==> src/rtl/vg75_rowfetch.sv <==
// Text-row fetch stage: pulls one row of character codes from video RAM into a
// ping-pong line buffer. Optional cursor compare: define VG75_ROWFETCH_CURSOR_EN.
module vg75_rowfetch #(
    parameter int          COLS      = 80,
    parameter int          ROWS      = 25,
    parameter logic [15:0] BASE_ADDR = 16'h76D0
) (
    input  logic        clock,
    input  logic        reset_n,
    input  logic        frame_start,
    input  logic        row_swap,
    input  logic [6:0]  col,
`ifdef VG75_ROWFETCH_CURSOR_EN
    input  logic [4:0]  cursor_row,
    input  logic [6:0]  cursor_col,
    output logic        cursor,
`endif
    output logic [7:0]  char_code,
    output logic        mem_req,
    output logic [15:0] mem_addr,
    input  logic        mem_ack,
    input  logic [7:0]  mem_data,
    output logic        fetch_busy,
    output logic        underrun
);

    localparam logic [6:0]  C_LAST   = 7'(COLS - 1);
    localparam logic [6:0]  C_COLS   = 7'(COLS);
    localparam logic [15:0] C_STRIDE = 16'(COLS);
    localparam logic [4:0]  C_ROWS   = 5'(ROWS);

    typedef enum logic [1:0] {
        S_IDLE,
        S_REQ,
        S_DRAIN,
        S_RESTART
    } state_t;

    state_t      r_state;
    logic [6:0]  r_idx;
    logic [4:0]  r_row_ptr;
    logic [15:0] r_row_base;
    logic [15:0] r_mem_addr;
    logic        r_mem_req;
    logic        r_front_sel;
    logic        r_underrun;
    logic [7:0]  r_char_code;
    logic [7:0]  r_buf0 [COLS];
    logic [7:0]  r_buf1 [COLS];

    logic        w_ack;
    logic        w_swap;
    logic [4:0]  w_ptr;
    logic [15:0] w_base;
    logic        w_can_fetch;
    logic        w_start;
    logic [7:0]  w_front_byte;

    assign w_ack  = r_mem_req & mem_ack;
    assign w_swap = row_swap & ~frame_start;

    // frame_start rewinds the row pointer in the same cycle it may start row 0
    assign w_ptr       = frame_start ? 5'd0 : r_row_ptr;
    assign w_base      = frame_start ? BASE_ADDR : r_row_base;
    assign w_can_fetch = (w_ptr < C_ROWS);
    assign w_start     = ((r_state == S_IDLE) && (frame_start || (row_swap && w_can_fetch))) ||
                         ((r_state == S_RESTART) && w_can_fetch);

    always_ff @(posedge clock or negedge reset_n) begin
        if (!reset_n) begin
            r_state     <= S_IDLE;
            r_idx       <= 7'd0;
            r_row_ptr   <= 5'd0;
            r_row_base  <= BASE_ADDR;
            r_mem_addr  <= BASE_ADDR;
            r_mem_req   <= 1'b0;
            r_front_sel <= 1'b0;
            r_underrun  <= 1'b0;
        end else begin
            if (frame_start)
                r_underrun <= 1'b0;
            else if (row_swap && (r_state != S_IDLE))
                r_underrun <= 1'b1;

            if (w_swap)
                r_front_sel <= ~r_front_sel;

            if (frame_start) begin
                r_row_ptr  <= 5'd0;
                r_row_base <= BASE_ADDR;
            end

            case (r_state)
                S_REQ: begin
                    if (w_ack) begin
                        r_idx      <= r_idx + 7'd1;
                        r_mem_addr <= r_mem_addr + 16'd1;
                    end
                    // An abort never drops a pending request: it is drained first
                    if (frame_start || row_swap) begin
                        if (w_ack) begin
                            r_state   <= S_RESTART;
                            r_mem_req <= 1'b0;
                        end else begin
                            r_state <= S_DRAIN;
                        end
                    end else if (w_ack && (r_idx == C_LAST)) begin
                        r_state   <= S_IDLE;
                        r_mem_req <= 1'b0;
                    end
                end
                S_DRAIN: begin
                    if (w_ack) begin
                        r_state   <= S_RESTART;
                        r_mem_req <= 1'b0;
                    end
                end
                S_RESTART: begin
                    if (!w_can_fetch)
                        r_state <= S_IDLE;
                end
                default: ;
            endcase

            if (w_start) begin
                r_state    <= S_REQ;
                r_idx      <= 7'd0;
                r_mem_addr <= w_base;
                r_mem_req  <= 1'b1;
                r_row_ptr  <= w_ptr + 5'd1;
                r_row_base <= w_base + C_STRIDE;
            end
        end
    end

    // Line buffers: the back buffer is the one not selected for display
    always_ff @(posedge clock) begin
        if (w_ack && (r_state == S_REQ)) begin
            if (r_front_sel)
                r_buf0[r_idx] <= mem_data;
            else
                r_buf1[r_idx] <= mem_data;
        end
    end

    assign w_front_byte = r_front_sel ? r_buf1[col] : r_buf0[col];

    always_ff @(posedge clock or negedge reset_n) begin
        if (!reset_n)
            r_char_code <= 8'd0;
        else
            r_char_code <= (col < C_COLS) ? w_front_byte : 8'd0;
    end

`ifdef VG75_ROWFETCH_CURSOR_EN
    logic [4:0] r_disp_row;
    logic       r_cursor;

    // Starts at 31 so the first row_swap of a frame lands on row 0
    always_ff @(posedge clock or negedge reset_n) begin
        if (!reset_n) begin
            r_disp_row <= 5'h1F;
            r_cursor   <= 1'b0;
        end else begin
            if (frame_start)
                r_disp_row <= 5'h1F;
            else if (row_swap)
                r_disp_row <= r_disp_row + 5'd1;
            r_cursor <= (r_disp_row == cursor_row) && (col == cursor_col);
        end
    end

    assign cursor = r_cursor;
`endif

    assign char_code  = r_char_code;
    assign mem_req    = r_mem_req;
    assign mem_addr   = r_mem_addr;
    assign fetch_busy = (r_state != S_IDLE);
    assign underrun   = r_underrun;

endmodule

==> config.mk <==
export PLATFORM = sky130hd
export DESIGN_NAME = vg75_rowfetch
export DESIGN_NICKNAME = d
export VERILOG_FILES = /design/src/rtl/vg75_rowfetch.sv
export SDC_FILE = /design/constraint.sdc
export NUM_CORES = 1
export LEC_CHECK = 0
export ABC_AREA = 1
export BUFFER_PORTS_ARGS = -buffer_cell sky130_fd_sc_hd__buf_2
export CORE_ASPECT_RATIO = 0.5
export CORE_UTILIZATION = 35
export CTS_BUF_LIST = sky130_fd_sc_hd__clkbuf_8
export DETAILED_ROUTE_END_ITERATION = 8
export MAX_ROUTING_LAYER = met4
export PLACE_DENSITY_LB_ADDON = 0.08
export SLEW_MARGIN = 0
export SYNTH_ARGS = -nofsm -noshare
export SYNTH_HDL_FRONTEND = slang
export SYNTH_SLANG_ARGS = --single-unit
==> constraint.sdc <==
create_clock -name clock -period 2.6 [get_ports clock]
set_clock_uncertainty 0.1 [all_clocks]
set_input_delay 0.26 -clock clock [delete_from_list [all_inputs] [get_ports clock]]
set_output_delay 0.26 -clock clock [all_outputs]
set_load 0.02 [all_outputs]
**Word level (Yosys, flattened, before mapping)**

Memory sizes are Yosys's and may differ from the RTL's.
Index checks and enable logic that the tools add are counted.

- Memory bits (writable): 1280
- Bits in read-only memories: 0
- Bits in latches: 0
- Register bits: 57
- Word-level logic and storage cells: 79
- Memories kept: 2
- Output and inout bits: 27
- Bits of input ports: 20

- Mux-type cells: 32
- Bitwise gates (word level): 4
- Shift-type cells: 0
- $lt $le $gt $ge: 2
- Add/subtract/negate cells: 4
- Reductions and logical operators: 19
- Div/mod/pow operators: 0
- Multiply operators: 0
- Eq/ne operators: 7

Memories:

| name | depth | bits a word | read ports | clocked after Yosys merged registers in | wr ports | RTL line | text |
|---|---|---|---|---|---|---|---|
| r_buf0 | 80 | 8 | 1 | 0 | 1 | 48 | `logic [7:0] r_buf0 [COLS];` |
| r_buf1 | 80 | 8 | 1 | 0 | 1 | 49 | `logic [7:0] r_buf1 [COLS];` |

Operators with widths:

| cell | count |
|---|---|
| $mux W16 | 5 |
| $mux W7 | 3 |
| $add A16 B1 Y16 const B | 1 |
| $add A16 B7 Y16 const B | 1 |
| $mux W8 | 2 |
| $mux W1 | 13 |
| $mux W2 | 5 |
| $mux W5 | 2 |
| $reduce_bool A2 Y1 | 4 |
| $add A7 B1 Y7 const B | 1 |
| $eq A7 B7 Y1 const B | 1 |
| $lt A7 B7 Y1 const B | 1 |
| $logic_and A1 B1 Y1 | 6 |
| $ne A3 B3 Y1 const B | 2 |
| $pmux W2 S3 | 1 |
| $add A5 B1 Y5 const B | 1 |
| $lt A5 B5 Y1 const B | 1 |
| $eq A2 B2 Y1 const B | 2 |
| $ne A4 B4 Y1 const B | 1 |
| $reduce_and A2 Y1 | 2 |
| $reduce_and A4 Y1 | 1 |
| $reduce_bool A4 Y1 | 1 |
| $logic_or A1 B1 Y1 | 3 |
| $reduce_bool A3 Y1 | 1 |
| 5 further kinds | 7 |

**Logic depth before layout (Yosys ltp)**

- Depth after elaboration: 8
- Mapped depth: 15
- Gate-level depth less buffers: 13

**Least setup slack after synthesis**

No wires, ideal clock.

- Path kind: register -> register
- Start point: register r_state[1]
- End point: memory r_buf0[12][0], enable pin
- Path slack: 296 ps
- Library setup time: 370 ps
- Period minus slack after synthesis: 2304 ps
- Path buffers: 2
- Arrival: 1833 ps
- Data required time: 2130 ps
- Cell stages (with the launch flop): 9
- Path through: dfrtp_1 inv_1 ha_1 inv_1 nor2_1 buf_2 nand2_1 clkbuf_1 nor2_1

- Longest elaborated chain between the ends: 4

Ends and longest elaborated chain:

| item | RTL line | text |
|---|---|---|
| start, declared | 39 | `state_t r_state;` |
| start signal, assigned | 71 | `r_state <= S_IDLE;` |
| start signal, assigned | 102 | `r_state <= S_RESTART;` |
| start signal, assigned | 105 | `r_state <= S_DRAIN;` |
| $eq A2 B1 Y1 | 138 | `if (w_ack && (r_state == S_REQ)) begin` |
| $logic_and A1 B1 Y1 | 138 |  |
| $mux W1 | 138 |  |
| $mux W1 (implied by the code) | 140 | `r_buf0[r_idx] <= mem_data;` |
| end, declared | 48 |  |

No other way between the ends.

**Final worst setup path**

- Start point: register r_state[0]
- End point: register r_mem_req (netlist: mem_req)

- Longest elaborated chain between the ends: 5
- Elaborated cells on any way between the ends: 12
- Those cells by class: 4 x eq/ne; 2 x mux; 6 x reduce/logical

Ends and longest elaborated chain:

| item | RTL line | text |
|---|---|---|
| $eq A2 B2 Y1 / $logic_not A2 Y1 (equally long branches) | 67, 66 |  |
| $logic_and A1 B1 Y1, on equally long branches | 67, 66 |  |
| $logic_or A1 B1 Y1 | 66 | `assign w_start = ((r_state == S_IDLE) && (frame_start \|\| (row_swap && w_can_fetch))) \|\|` |
| $ne A4 B4 Y1 (no source line) / $reduce_bool A3 Y1 (equally long branches) | -- |  |
| $reduce_and A2 Y1 (no source line) | -- |  |
| end signal, assigned | 76 | `r_mem_req <= 1'b0;` |
| end signal, assigned | 103 | `r_mem_req <= 1'b0;` |
| end signal, assigned | 109 | `r_mem_req <= 1'b0;` |
| end, declared | 44 | `logic r_mem_req;` |

Parallel ways exist; a longest one is shown, timed or not.
A chain may end at the register's enable or synchronous reset.

==> results.toml <==
[hold_path]
min_path_cells = 3
worstHoldPathType = "in -> reg"
min_from = "frame_start"
min_to = "r_row_base[3]"

[job]
drv_cap = 0

[synthesis]
synthFlopType = "edfxtp_1"
ys_seq_area_share_pct = 71.1
yosysUniqueCellTypes = 37
netlist_instances = 5157
yosysTopAreaCell = "edfxtp_1"
postSynthAreaPerCell_um2 = 10.9
yosys_warnings = 0
synthMuxAreaShare_pct = 0
synth_edf_count = 1280
synth_top_family_by_area = "simple AND/OR/NAND/NOR gates"
ys_ff_latch = 1337
yosysMostFrequentCell = "nand2_1"
synth_compound_area_share_pct = 2.13
synthTopCellsByArea = "edfxtp_1 68%, nand2_1 12%, nand3_1 7.4%, nor2_1 2.4%, dfrtp_1 1.8%"
yosys-top-cells-count = "1790 x nand2_1, 1280 x edfxtp_1, 831 x nand3_1"
yosys.area.top_type_share_pct = 68.5
synth_fa_ha_area_share_pct = 0.178
synth_nets = 5185
synth_simple_gate_area_share_pct = 22.2
async_flop_share_pct = 4.26
yosys.area_share.xor_xnor_pct = 0.390
syn_area_um2 = 56100

[placement]
hpwl_mm = 110
placed_area_um2 = 62000
post-place-cells = 7418
port_buffers = 46
place_ws_ps = 1.54
globalplace.congestion = 0.851

[die]
start_util_pct = 35.4
rows = 103
die_area_um2 = 162000
die-height_um = 285
die_width_um = 568
core_um2 = 159000
ios = 47

[timing]
worst_pin_slew_ps = 802
grt_setup_unrepaired = "false"
post-route-period-util_pct = 95.5
final-setup-viol-count = 0
setup_slack_ps = 117
hold_viol = 0
max_freq_ghz = 0.403
max_slew_margin_pct = 46.6
hold_slack_ps = 129
fin_crit_ps = 2480
slew_violations = 0

[final_layout]
final_area_um2 = 65800
seq_area_um2 = 39900
multi_input_area_um2 = 14000
final_cells = 7798
fillers = 15300
final_nets = 5577
syn_to_final_growth_pct = 17.3
drive_gt1_share_pct = 13.1

[worst_setup_path]
cp.required_ps = 3250
cp.arrival_ps = 3130
startpoint_type = "register"
r2r_end = "mem_req"
path_max_fanout = 4
r2r-start = "r_state[0]"
crit_type = "reg -> reg"
cp-end-kind = "register"
rrSetupSlack_ps = 120
reg2regPathDepth = 10

[power_and_ir_drop]
p_leak_nw = 25.3
peakVddDrop_mv = 0.454
p_per_area_nw_per_um2 = 703

[clock_tree]
cts_sinks = 1337
htreeDepth = 4
insertion_delay_ps = 880
clk_path_buf_depth = 4
cts_setup_buffers = 0
cts_root_buf = "clkbuf_8"
cts.clk_slew.worst_paths_ps = 70
cts_made_buffers = 208
tritoncts = "built"

[global_route]
grt_pass1_wl_mm = 259
grt_pass1_vias = 38500
overflow = 0
grt_max_degree = 88
grt.total_usage_pct = 22.3
antenna_found_initial = 12

[drt]
num_vias = 39100
finalWirelength_mm = 176
viasPerCell = 5.01
wire_per_inst_um = 22.6
post-route-drc-count = 0
drt_pass1_iterations = 6
ant_nets = 0
drt-initial-drc-count = 3906

[outcome]
status = "complete, no violations"
[worst max path at each step]
| stage | startpoint | endpoint | cells after the start |
|---|---|---|---|
| 3_5_place_dp | col[0] | char_code[1] | 15 |
| 3_3_place_gp | col[0] | char_code[0] | 15 |
| 5_1_grt | r_state[1] | r_buf1[61][7] | 9 |
| 4_1_cts | r_state[1] | r_buf1[17][3] | 9 |
| 6_report | r_state[0] | mem_req | 10 |
| 2_1_floorplan | r_state[1] | r_buf0[12][0] | 8 |
[sequential cells by signal, summed over array words and instances (netlist names)]
name and count:
char_code 8, mem_addr 16, mem_req 1, r_buf0 640, r_buf1 640, r_front_sel 1
r_idx 7, r_row_base 16, r_row_ptr 5, r_state 2, underrun 1
[cell type report]
cell class | count | share of cell area, %
antenna | 2 | 0.00760
multi-input combinational | 3271 | 21.3
sequential | 1337 | 60.6
tap | 2100 | 3.99
inverter | 246 | 1.43
timing repair buffer | 485 | 7.19
clock inverter | 141 | 0.930
clock buffer | 216 | 4.52
[stage by stage]
step | setup TNS, ps | total power [mW] | utilization [%]
after floorplan | 0 | 27.6 | -
after CTS | 0 | 46.8 | 41.5
after global placement | -7.27 | 30.5 | 39.1
final | 0 | 46.3 | 41.5
after global routing | 0 | 48.2 | 41.5
after detailed placement | 0 | 30.5 | 39.1
[placed cells by master, fill, tap and decap left out, drive strengths merged, types with 2 or more instances in the layout]
cell | synthesis | layout
nand3 | 831 | 831
o31ai | 25 | 25
bufinv | 0 | 2
o21bai | 2 | 2
nand2 | 1793 | 1793
xnor2 | 5 | 5
xor2 | 20 | 20
clkinvlp | 0 | 2
nand4 | 3 | 3
dfrtp | 41 | 41
o21ai | 93 | 93
diode | 0 | 2
nor3 | 18 | 18
o211ai | 2 | 2
a21oi | 95 | 95
nor2 | 368 | 368
clkbuf | 122 | 216
buf | 181 | 465
inv | 244 | 322
dlygate4sd3 | 0 | 20
dfstp | 16 | 16
edfxtp | 1280 | 1280
o22ai | 2 | 2
ha | 8 | 8
clkinv | 2 | 61
[kinds of logic (layout without fill, tap and decap cells)]
logic type,Yosys count,after routing
other,0,2
AO/OA/AOI/OAI,222,222
XOR/XNOR,25,25
adder cells (fa/ha/maj),8,8
flip-flops,1337,1337
AND/OR/NAND/NOR,3016,3016
buffers and inverters,549,1088
[layer usage]
metal,GRT usage [%],routed length [µm],vias to the layer above
li1,-,-,18300
met1,32.2,83600,19300
met2,32.7,77400,1127
met3,3.74,11600,253
met4,4.94,3580,0
met5,-,0,-
[report_power, final]
group | switching, mW | internal [mW] | total, mW
clock network | 8.36 | 7.81 | 16.2
logic | 4.08 | 1.69 | 5.77
registers | 0.334 | 24.0 | 24.3
total | 12.8 | 33.5 | 46.3
[repair_timing]
| item | in CTS | in global routing |
|---|---|---|
| endpoints found under the hold margin | 1194 | 0 |
| hold buffers | 21 | 0 |
| gates resized for setup | 0 | 7 |
| endpoints found under the setup margin | 0 | 86 |
[critical path, cell delays in order (launching register included)]
cell           delay, ps
dfrtp_1              410
inv_2                 70
ha_1                 190
inv_1                100
a21oi_1               80
dlygate4sd3_1        580
a21oi_1              110
nand2_1               50
dlygate4sd3_1        550
nand2_1               60
nand2_1               60
No activity file was read; power rests on OpenSTA's default activity.
